==> config.mk <==
export PLATFORM = sky130hd
export DESIGN_NAME = n1_fc_prefetch
export DESIGN_NICKNAME = d
export VERILOG_FILES = /design/src/rtl/n1_pf_pkg.sv /design/src/rtl/n1_pf_fifo.sv /design/src/rtl/n1_fc_prefetch.sv
export SDC_FILE = /design/constraint.sdc
export NUM_CORES = 1
export LEC_CHECK = 0
export ABC_AREA = 1
export CORE_MARGIN = 1.5
export CORE_UTILIZATION = 50
export DETAILED_ROUTE_END_ITERATION = 6
export GPL_ROUTABILITY_DRIVEN = 0
export HOLD_SLACK_MARGIN = 0.05
export PLACE_DENSITY = 0.89
export RECOVER_POWER = 25
export SYNTH_ARGS = -nofsm -noshare
export SYNTH_HDL_FRONTEND = slang
export SYNTH_SLANG_ARGS = --single-unit
==> constraint.sdc <==
create_clock -name clk_i -period 3.09 [get_ports clk_i]
set_input_delay 0.4635 -clock clk_i [delete_from_list [all_inputs] [get_ports clk_i]]
set_output_delay 0.4635 -clock clk_i [all_outputs]
set_load 0.05 [all_outputs]
==> src/rtl/n1_pf_pkg.sv <==
// Shared types and width helpers for the N1 program-bus prefetch front end.
package n1_pf_pkg;

    typedef enum logic [1:0] {
        PF_FETCH = 2'd0,
        PF_DRAIN = 2'd1,
        PF_ERROR = 2'd2
    } pf_state_e;

    typedef enum logic [1:0] {
        RSN_REDIRECT = 2'd0,
        RSN_RETRY    = 2'd1,
        RSN_ERROR    = 2'd2
    } pf_reason_e;

    // Bits needed to hold a count from 0 up to and including n.
    function automatic int unsigned cnt_w(input int unsigned n);
        return $clog2(n) + 1;
    endfunction

endpackage

==> src/rtl/n1_pf_fifo.sv <==
// Synchronous prefetch queue with flush; head is read straight from the register array.
module n1_pf_fifo
    import n1_pf_pkg::*;
#(
    parameter int unsigned WIDTH = 30,
    parameter int unsigned DEPTH = 4
) (
    input  logic                      clk_i,
    input  logic                      sync_rst_i,
    input  logic                      push_i,
    input  logic                      pop_i,
    input  logic                      flush_i,
    input  logic [WIDTH-1:0]          wdata_i,
    output logic [WIDTH-1:0]          head_o,
    output logic                      valid_o,
    output logic [cnt_w(DEPTH)-1:0]   fill_o
);

    localparam int unsigned PW = $clog2(DEPTH);
    localparam int unsigned FW = cnt_w(DEPTH);

    logic [WIDTH-1:0] mem_q [DEPTH];
    logic [PW-1:0]    wr_ptr_q;
    logic [PW-1:0]    rd_ptr_q;
    logic [FW-1:0]    fill_q;
    logic             do_push;
    logic             do_pop;

    assign do_push = push_i & (fill_q != FW'(DEPTH));
    assign do_pop  = pop_i & (fill_q != '0);

    always_ff @(posedge clk_i) begin
        if (sync_rst_i || flush_i) begin
            wr_ptr_q <= '0;
            rd_ptr_q <= '0;
            fill_q   <= '0;
        end else begin
            if (do_push) wr_ptr_q <= wr_ptr_q + PW'(1);
            if (do_pop)  rd_ptr_q <= rd_ptr_q + PW'(1);
            fill_q <= fill_q + FW'(do_push) - FW'(do_pop);
        end
    end

    // Storage carries no reset; validity is tracked by fill_q alone.
    always_ff @(posedge clk_i) begin
        if (!sync_rst_i && !flush_i && do_push) mem_q[wr_ptr_q] <= wdata_i;
    end

    assign head_o  = mem_q[rd_ptr_q];
    assign valid_o = (fill_q != '0);
    assign fill_o  = fill_q;

endmodule

==> src/rtl/n1_fc_prefetch.sv <==
// Pipelined Wishbone program fetch with outstanding-access tracking, redirect/retry/error
// draining and a prefetch queue feeding the IR.
module n1_fc_prefetch
    import n1_pf_pkg::*;
#(
    parameter int unsigned PBUS_AADR_WIDTH = 14,
    parameter int unsigned PBUS_DAT_WIDTH  = 16,
    parameter int unsigned PF_DEPTH        = 4,
    parameter int unsigned MAX_OUTSTANDING = 2,
    parameter int unsigned RESET_ADR       = 0
) (
    input  logic                                clk_i,
    input  logic                                sync_rst_i,
    output logic                                pbus_cyc_o,
    output logic                                pbus_stb_o,
    output logic [PBUS_AADR_WIDTH-1:0]          pbus_adr_o,
    input  logic                                pbus_ack_i,
    input  logic                                pbus_err_i,
    input  logic                                pbus_rty_i,
    input  logic                                pbus_stall_i,
    input  logic [PBUS_DAT_WIDTH-1:0]           pbus_dat_i,
    input  logic                                fc2pf_jmp_i,
    input  logic [PBUS_AADR_WIDTH-1:0]          fc2pf_jmp_adr_i,
    input  logic                                fc2pf_halt_i,
    output logic                                pf2ir_valid_o,
    output logic [PBUS_DAT_WIDTH-1:0]           pf2ir_dat_o,
    output logic [PBUS_AADR_WIDTH-1:0]          pf2ir_adr_o,
    input  logic                                ir2pf_ready_i,
    output logic                                pf2excpt_buserr_o,
    output logic [PBUS_AADR_WIDTH-1:0]          pf2excpt_buserr_adr_o,
    output logic [1:0]                          prb_pf_state_o,
    output logic [cnt_w(PF_DEPTH)-1:0]          prb_pf_fill_o,
    output logic [cnt_w(MAX_OUTSTANDING)-1:0]   prb_pf_outstanding_o
);

    localparam int unsigned AW = PBUS_AADR_WIDTH;
    localparam int unsigned DW = PBUS_DAT_WIDTH;
    localparam int unsigned FW = cnt_w(PF_DEPTH);
    localparam int unsigned OW = cnt_w(MAX_OUTSTANDING);
    localparam int unsigned SW = ((FW > OW) ? FW : OW) + 1;
    localparam logic [AW-1:0] RST_ADR = AW'(RESET_ADR);

    pf_state_e     state_q,      state_d;
    pf_reason_e    reason_q,     reason_d;
    logic [AW-1:0] fetch_adr_q,  fetch_adr_d;
    logic [AW-1:0] rsp_adr_q,    rsp_adr_d;
    logic [OW-1:0] outs_q,       outs_d;
    logic          buserr_q,     buserr_d;
    logic [AW-1:0] buserr_adr_q, buserr_adr_d;

    logic [FW-1:0]    fill;
    logic [AW+DW-1:0] head;
    logic             stb_c;
    logic             accept;
    logic             dec;
    logic             push;
    logic             pop;
    logic             flush;

    // Queue space for every in-flight access is reserved before it is issued.
    assign stb_c = !sync_rst_i && (state_q == PF_FETCH) && !fc2pf_halt_i
                 && (outs_q < OW'(MAX_OUTSTANDING))
                 && ((SW'(fill) + SW'(outs_q)) < SW'(PF_DEPTH));
    assign accept = stb_c & !pbus_stall_i;
    assign dec    = (pbus_ack_i | pbus_err_i | pbus_rty_i) & (outs_q != '0);
    assign pop    = pf2ir_valid_o & ir2pf_ready_i & !fc2pf_jmp_i;

    always_comb begin
        state_d      = state_q;
        reason_d     = reason_q;
        fetch_adr_d  = accept ? fetch_adr_q + AW'(1) : fetch_adr_q;
        rsp_adr_d    = rsp_adr_q;
        outs_d       = outs_q + OW'(accept) - OW'(dec);
        buserr_d     = 1'b0;
        buserr_adr_d = buserr_adr_q;
        push         = 1'b0;
        flush        = 1'b0;
        if (fc2pf_jmp_i) begin
            // Redirect wins everywhere; stale responses still in flight are drained.
            flush       = 1'b1;
            fetch_adr_d = fc2pf_jmp_adr_i;
            rsp_adr_d   = fc2pf_jmp_adr_i;
            reason_d    = RSN_REDIRECT;
            state_d     = (outs_d != '0) ? PF_DRAIN : PF_FETCH;
        end else begin
            case (state_q)
                PF_FETCH: begin
                    if (pbus_err_i && dec) begin
                        buserr_adr_d = rsp_adr_q;
                        reason_d     = RSN_ERROR;
                        state_d      = PF_DRAIN;
                    end else if (pbus_rty_i && dec) begin
                        reason_d = RSN_RETRY;
                        state_d  = PF_DRAIN;
                    end else if (pbus_ack_i && dec) begin
                        push      = 1'b1;
                        rsp_adr_d = rsp_adr_q + AW'(1);
                    end
                end
                PF_DRAIN: begin
                    if (outs_d == '0) begin
                        case (reason_q)
                            RSN_RETRY: begin
                                fetch_adr_d = rsp_adr_q;
                                state_d     = PF_FETCH;
                            end
                            RSN_ERROR: begin
                                buserr_d = 1'b1;
                                state_d  = PF_ERROR;
                            end
                            default: state_d = PF_FETCH;
                        endcase
                    end
                end
                PF_ERROR: state_d = PF_ERROR;
                default:  state_d = PF_FETCH;
            endcase
        end
    end

    always_ff @(posedge clk_i) begin
        if (sync_rst_i) begin
            state_q      <= PF_FETCH;
            reason_q     <= RSN_REDIRECT;
            fetch_adr_q  <= RST_ADR;
            rsp_adr_q    <= RST_ADR;
            outs_q       <= '0;
            buserr_q     <= 1'b0;
            buserr_adr_q <= '0;
        end else begin
            state_q      <= state_d;
            reason_q     <= reason_d;
            fetch_adr_q  <= fetch_adr_d;
            rsp_adr_q    <= rsp_adr_d;
            outs_q       <= outs_d;
            buserr_q     <= buserr_d;
            buserr_adr_q <= buserr_adr_d;
        end
    end

    n1_pf_fifo #(
        .WIDTH (AW + DW),
        .DEPTH (PF_DEPTH)
    ) u_fifo (
        .clk_i      (clk_i),
        .sync_rst_i (sync_rst_i),
        .push_i     (push),
        .pop_i      (pop),
        .flush_i    (flush),
        .wdata_i    ({rsp_adr_q, pbus_dat_i}),
        .head_o     (head),
        .valid_o    (pf2ir_valid_o),
        .fill_o     (fill)
    );

    assign pbus_stb_o            = stb_c;
    assign pbus_cyc_o            = !sync_rst_i && (stb_c || (outs_q != '0));
    assign pbus_adr_o            = fetch_adr_q;
    assign pf2ir_adr_o           = head[AW+DW-1:DW];
    assign pf2ir_dat_o           = head[DW-1:0];
    assign pf2excpt_buserr_o     = buserr_q;
    assign pf2excpt_buserr_adr_o = buserr_adr_q;
    assign prb_pf_state_o        = state_q;
    assign prb_pf_fill_o         = fill;
    assign prb_pf_outstanding_o  = outs_q;

endmodule

[Word level (Yosys, flattened, before mapping)]
Memory sizes are Yosys's and may differ from the RTL's. A register that Yosys moved wholly into a read port is not among the register bits.
Index checks and enable logic that the tools add are counted.
Operators by class
  add/sub/neg operators: 9
  magnitude comparators: 2
  eq/ne operators: 9
  mux-type cells: 29
  bitwise operators: 11
  reduce and logical (&&, ||, !) cells: 31
Operators by type and width (number)
  14-bit two-way mux: 10
  14-bit by 1-bit adder with 14-bit output (second input constant): 2
  2-bit two-way mux: 8
  1-bit logical AND: 10
  1-bit two-way mux: 10
  2-bit nonzero test: 5
  1-bit AND: 6
  3-bit inequality test (second input constant): 2
  2-bit one-hot mux with 3 select lines: 1
  1-bit logical NOT: 5
  2-bit by 1-bit adder with 2-bit output (second input constant): 2
  3-bit by 2-bit adder with 4-bit output: 1
  2-bit by 1-bit == test with 1-bit output (second input constant): 2
  2-bit == test (second input constant): 2
  2-bit logical NOT: 2
  4-bit by 3-bit < comparator with 1-bit output (second input constant): 1
  2-bit inequality test (second input constant): 2
  4-bit by 2-bit inequality test with 1-bit output (second input constant): 1
  2-bit AND reduction: 2
  4-bit AND reduction: 1
  4-bit OR reduction: 1
  3-bit by 1-bit adder with 3-bit output: 1
  1-bit inverter: 3
  3-bit AND reduction: 1
  8 further kinds: 10
Word-level totals
  register bits after elaboration: 56
  bits in writable memories: 120
  bits of input ports: 39
  output and inout port bits: 69
  word-level logic and storage cells: 102
  memories kept: 1
Memories
  u_fifo.mem_q: words 4, bits a word 30, rd ports 1, clocked after Yosys merged registers in 1, write ports 1, RTL line n1_pf_fifo.sv:22  | logic [WIDTH-1:0] mem_q [DEPTH];

[Logic depth before layout (Yosys ltp)]
Gate-level depths: netlist of run 1.
  depth after elaboration: 13
  gate-level depth with buffers: 21
  mapped depth without buffers: 19

[Modules after synthesis]
From an unflattened synthesis of run 1, not the netlist that was laid out.
Unflattened totals
  cells, all modules: 789
  area, all modules: 7942.6 um^2
By module, submodules not included
  n1_pf_fifo: instances 1, cells each 357, area each 4993.5 um^2, sequential area each 3783.6 um^2
  n1_fc_prefetch: instances 1, cells each 432, area each 2949.1 um^2, sequential area each 980.9 um^2

[Worst setup path before layout of run 1]
OpenSTA, ideal clock, no wires.
  path kind: register to register
  from: register u_fifo.fill_q[1], in the netlist u_fifo.fill_o[1]
  to: register fetch_adr_q[5], in the netlist pbus_adr_o[5]
  setup time: 131 ps
  arrival: 3219 ps
  required time: 2959 ps
  slack: -260 ps
  stages on the path, launching flop included: 21
  buffers on the path: 2
  period minus slack after synthesis: 3350 ps
  cells stage by stage: dfxtp_1 > ha_1 > nand3_1 > nand3_1 > nor2_4 > nand2_2 > buf_6 > ha_1 > inv_1 > ha_1 > inv_1 > nand2_1 > nand2_1 > nand2_1 > nand2_1 > nand3_1 > buf_2 > o21ai_0 > inv_1 > nand2_1 > o21ai_0
Between the ends
  longest elaborated chain between the ends: 10
  elaborated cells between the ends (all ways): 12
  classes of those cells: 3 x add/sub; 1 x order compare; 5 x mux; 1 x bitwise; 2 x reduce/logical
Ends and longest elaborated chain
  from (decl): RTL line n1_pf_fifo.sv:25  | logic [FW-1:0] fill_q;
  from (signal assigned): RTL line n1_pf_fifo.sv:40  | fill_q <= fill_q + FW'(do_push) - FW'(do_pop);
  3-bit by 2-bit adder with 4-bit output (*): RTL line n1_fc_prefetch.sv:63  | && ((SW'(fill) + SW'(outs_q)) < SW'(PF_DEPTH));
  4-bit by 3-bit < comparator with 1-bit output (*): RTL line n1_fc_prefetch.sv:63
  1-bit logical AND (*): RTL line n1_fc_prefetch.sv:63
  net pbus_stb_o: RTL line n1_fc_prefetch.sv:15  | output logic pbus_stb_o,
  1-bit AND (*): RTL line n1_fc_prefetch.sv:64  | assign accept = stb_c & !pbus_stall_i;
  2-bit by 1-bit adder with 2-bit output: RTL line n1_fc_prefetch.sv:73  | outs_d = outs_q + OW'(accept) - OW'(dec);
  2-bit by 1-bit subtractor with 2-bit output: RTL line n1_fc_prefetch.sv:73
  2-bit logical NOT: RTL line n1_fc_prefetch.sv:101  | if (outs_d == '0) begin
  14-bit two-way mux: RTL line n1_fc_prefetch.sv:101
  14-bit two-way mux (*): RTL line n1_fc_prefetch.sv:86  | case (state_q)
  14-bit two-way mux (*): RTL line n1_fc_prefetch.sv:78  | if (fc2pf_jmp_i) begin
  to (signal assigned): RTL line n1_fc_prefetch.sv:133  | fetch_adr_q <= fetch_adr_d;
  to (decl): RTL line n1_fc_prefetch.sv:45  | logic [AW-1:0] fetch_adr_q, fetch_adr_d;
Mark *: on every way through the listed nets, which the timed path passes. The rest lies on a longest branch.
A chain may end at the register's enable or synchronous reset.

[Final worst setup path of run 1]
  from: register u_fifo.fill_q[1], in the netlist u_fifo.fill_o[1]
  to: register fetch_adr_q[8], in the netlist pbus_adr_o[8]
Between the ends
  longest elaborated chain between the ends: 10
  elaborated cells between the ends (all ways): 12
  classes of those cells: 3 x add/sub; 1 x order compare; 5 x mux; 1 x bitwise; 2 x reduce/logical
Ends and longest elaborated chain (RTL line)
  3-bit by 2-bit adder with 4-bit output (*): n1_fc_prefetch.sv:63
  4-bit by 3-bit < comparator with 1-bit output (*): n1_fc_prefetch.sv:63
  1-bit logical AND (*): n1_fc_prefetch.sv:63
  1-bit AND (*): n1_fc_prefetch.sv:64
  2-bit by 1-bit adder with 2-bit output: n1_fc_prefetch.sv:73
  2-bit by 1-bit subtractor with 2-bit output: n1_fc_prefetch.sv:73
  2-bit logical NOT: n1_fc_prefetch.sv:101
  14-bit two-way mux: n1_fc_prefetch.sv:101
  14-bit two-way mux (*): n1_fc_prefetch.sv:86
  14-bit two-way mux (*): n1_fc_prefetch.sv:78
Mark *: on every way between the ends. The rest lies on a longest branch, timed or not.

==> results of run 1 <==
==> cell families (layout without fill, tap and decap cells) <==
logic type,count (synthesis),count (layout)
xor+xnor,5,5
flops,178,178
compound gates,180,180
buf+inv,115,240
fa+ha+maj,12,12
simple gates,318,318
==> synthesized netlist by cell type, types with 2 or more instances <==
master	instances
a211oi_1	4
a21oi_1	27
a21oi_2	4
a31oi_1	4
buf_1	3
buf_2	4
buf_6	3
clkbuf_1	21
clkbuf_8	2
dfxtp_1	58
edfxtp_1	120
ha_1	11
inv_1	72
inv_2	7
nand2_1	122
nand2_2	5
nand2_4	4
nand3_1	45
nand3b_1	2
nand4_1	10
nor2_1	106
nor2_2	4
nor2_4	4
nor3_1	12
o211ai_1	3
o21ai_0	95
o21ai_1	7
o22ai_1	32
o31ai_1	2
or2_2	2
xor2_1	4
==> layer usage <==
| layer | vias to the layer above | track usage, % | wire, µm |
|---|---|---|---|
| li1 | 3003 | - | - |
| met1 | 2910 | 29.8 | 7730 |
| met2 | 299 | 39.6 | 9070 |
| met3 | 42 | 4.99 | 1420 |
| met4 | 0 | 10.0 | 481 |
| met5 | - | 0 | 0 |
==> stage by stage <==
step	setup slack [ns]	std cells	hold slack, ns
finish	0.415	1144	0.477
global route	0.0999	1144	0.502
CTS	0.418	1144	0.474
detailed placement	0.177	1112	0.467
global placement	0.283	1112	0.454
floorplan	-0.105	808	0.436
==> tightest hold or removal path, stage by stage, from the launching register on <==
cell	delay, ns
dfxtp_1	0.29
inv_1	0.06
a21oi_1	0.08
==> registers in the layout (all words and copies together) (netlist names), named ones only <==
register               flops
pf2excpt_buserr_adr_o     14
prb_pf_outstanding_o       2
u_fifo.fill_o              3
pf2excpt_buserr_o          1
rsp_adr_q                 14
u_fifo.rd_ptr_q            2
reason_q                   2
prb_pf_state_o             2
u_fifo.wr_ptr_q            2
pbus_adr_o                14
u_fifo.mem_q             120
==> area by class of cell <==
type                            instances  area (µm²)
Sequential cell                       178        4770
Multi-Input combinational cell        515        2610
Inverter                               80         305
Tap cell                              211         264
Fill cell                            1151        5510
Timing Repair Buffer                  128        1220
Clock buffer                           23         448
Clock inverter                          9         131
==> how the worst min path moves through the flow <==
| stage | start | end | slack [ns] | cells past startpoint |
|---|---|---|---|---|
| 2_1_floorplan | u_fifo.rd_ptr_q[1] | flip-flop | 0.44 | 2 |
| 3_3_place_gp | u_fifo.rd_ptr_q[0] | flip-flop | 0.45 | 1 |
| 3_5_place_dp | u_fifo.rd_ptr_q[0] | u_fifo.rd_ptr_q[0] | 0.47 | 1 |
| 4_1_cts | u_fifo.rd_ptr_q[1] | flip-flop | 0.47 | 2 |
| 5_1_grt | u_fifo.rd_ptr_q[1] | flip-flop | 0.50 | 2 |
| 6_report | u_fifo.rd_ptr_q[1] | flip-flop | 0.48 | 2 |
==> power breakdown <==
part / total (W) / switching [W] / leakage, nW / internal [W]
logic: 0.00105 / 0.000687 / 1.82 / 0.000361
registers: 0.00275 / 0.000113 / 1.57 / 0.00264
clock network: 0.00213 / 0.000856 / 0.272 / 0.00127
==> metrics.md, run 1 <==
| Metric | Value |
|---|---|
| Outcome | `finished clean` |
| Hold WC Path Type | `flip-flop to flip-flop` |
| Adder-Cell Fraction of Synth Area | `2.00%` |
| Reg clk slew, reported paths | `0.06 ns` |
| Final Hold Viols | `0` |
| First drt pass iteration count | `6` |
| Total power draw | `0.00593 W` |
| Clock buffer depth | `2` |
| Vias in the first global route | `6122` |
| CTS resizes | `0` |
| Die Area | `16500 µm²` |
| Via count | `6254` |
| DIE HEIGHT | `128 µm` |
| Number of synthesized flops with an enable pin | `120` |
| Final core utilization | `63.9%` |
| Synthesis Warnings | `0` |
| Number of H-tree levels | `4` |
| Post-DP HPWL | `12.1 mm` |
| CP dominant cell by count | `nand2_1` |
| WL final | `18.7 mm` |
| Most common cell after layout, fill and taps aside | `nand2_1` |
| Most used DFF post-synth | `edfxtp_1` |
| Register bit total from synthesis | `178` |
| Cell at the slowest stage of the critical path | `dfxtp_4` |
| Initial antenna violation count | `0` |
| CTS tree | `done` |
| Post-synthesis mux area share | `0%` |
| Rel. slew slack | `57.1%` |
| Synth Area in Compound Gates | `12.6%` |
| Initial Util | `51.5%` |
| Placed cell areas | `9170 µm²` |
| Nature of the critical path endpoint | `flip-flop` |
| Top cell type by total area after synthesis | `edfxtp_1` |
| Num ports | `108` |
| DRT antenna net count | `0` |
| Clk_lat worst skew | `0.43 ns` |
| Seq/Total Area, Yosys | `60.6%` |
| DRC Markers | `0` |
| Final period utilization | `86.6%` |
| Cell Chain, Critical Path | `ha_1 -> nand3_1 -> nand3_1 -> nor2_4 -> nand2_2 -> ha_1 -> inv_1 -> ha_1 -> inv_1 -> nand2_1 -> nand2_1 -> nand2_1 -> nand2_1 -> nand3_1 -> buf_12 -> o21ai_0 -> o21bai_1 -> nand2_1` |
| Syn_area_per_cell | `9.73 µm²` |
| Root buffer cell | `clkbuf_16` |
| Worst-case vdd ir drop | `0.462 mV` |
| Synth Cell Area | `7860 µm²` |
| Simple-gate portion of the synthesized area | `17.9%` |
| Most frequent cells in the layout | `nand2_1 (122), edfxtp_1 (120), nor2_1 (102)` |
| Worst slew pin tran | `0.643 ns` |
| Num CTS Buffers | `17` |
| Setup violators final | `0` |
| Share of layout cells above drive strength 1 | `12.9%` |
| RSZ-0062 raised after global routing | `false` |
| Fmax | `374 MHz` |
| Antenna cells | `0` |
| Post-synthesis cell type count | `40` |
| Max-Cap Viols | `0` |
| Crit path buffers/inverters | `3` |
| Global-route wire length before repair | `30.1 mm` |
| Largest net degree at the start of global routing | `61` |
| CP Depth | `18` |
| Port-buffer cells | `107` |
| Setup TNS | `0 ns` |
| Drt initial violations | `754` |
| Chip Width | `128 µm` |
| Reg2reg start | `u_fifo.fill_o[1]` |
| Top cell type's share of synthesized area | `45.8%` |
| Crit path from | `u_fifo.fill_o[1]` |
| R2R depth | `18` |
| R2R setup slack | `0.41 ns` |
| Reg-to-reg critical path endpoint | `pbus_adr_o[8]` |
| GRT Total Usage | `23.6%` |
| Leakage | `3.66 nW` |
| Main combinational cell family by area after synthesis | `simple AND/OR/NAND/NOR gates` |
| Nets | `971` |
| CP top delay family | `simple AND/OR/NAND/NOR gates` |
| Critical Path RT | `3.41 ns` |
| GR Overflow Total | `0` |
| Post-CTS Setup Repair Bufs | `0` |
| Largest cells by area after synthesis | `edfxtp_1 (46%), dfxtp_1 (15%), o21ai_0 (6.0%)` |
| Core box area | `15300 µm²` |
| Design area | `9750 µm²` |
| Worst setup SP type | `flip-flop` |
| Post-Synth XOR/XNOR Area | `0.557%` |
| Clk sinks | `178` |
| Synth Instances | `808` |
| Max-slew violation count | `0` |
| Final min period | `2.68 ns` |
| Vias per std cell | `5.47` |
| Kind of critical path | `flip-flop to flip-flop` |
| Crit Path Max Fanout | `21` |
| Worst clock skew | `0.00878 ns` |
| Async SR Flop Fraction | `0%` |
| Crit path DAT | `3.00 ns` |
| Worst setup path end | `pbus_adr_o[8]` |
| Max stage delay on crit path | `0.37 ns` |
| Syn nets | `859` |
| Layout area overhead | `24.0%` |
| PD cells | `608 nW/µm²` |
| Drt wl/cell | `16.3 µm` |
| Rows | `45` |
| Hold buffer count at cts | `0` |
Note: power is estimated with default switching activity, not from simulation.
==> run 2, diff against run 1 <==
--- a/config.mk
+++ b/config.mk
@@ -13,6 +13,7 @@
 export HOLD_SLACK_MARGIN = 0.05
 export PLACE_DENSITY = 0.89
 export RECOVER_POWER = 25
+export SLEW_MARGIN = 10
 export SYNTH_ARGS = -nofsm -noshare
 export SYNTH_HDL_FRONTEND = slang
 export SYNTH_SLANG_ARGS = --single-unit
==> results of run 2 <==
The final DEF is identical to that of run 1; final timing and power are the same.
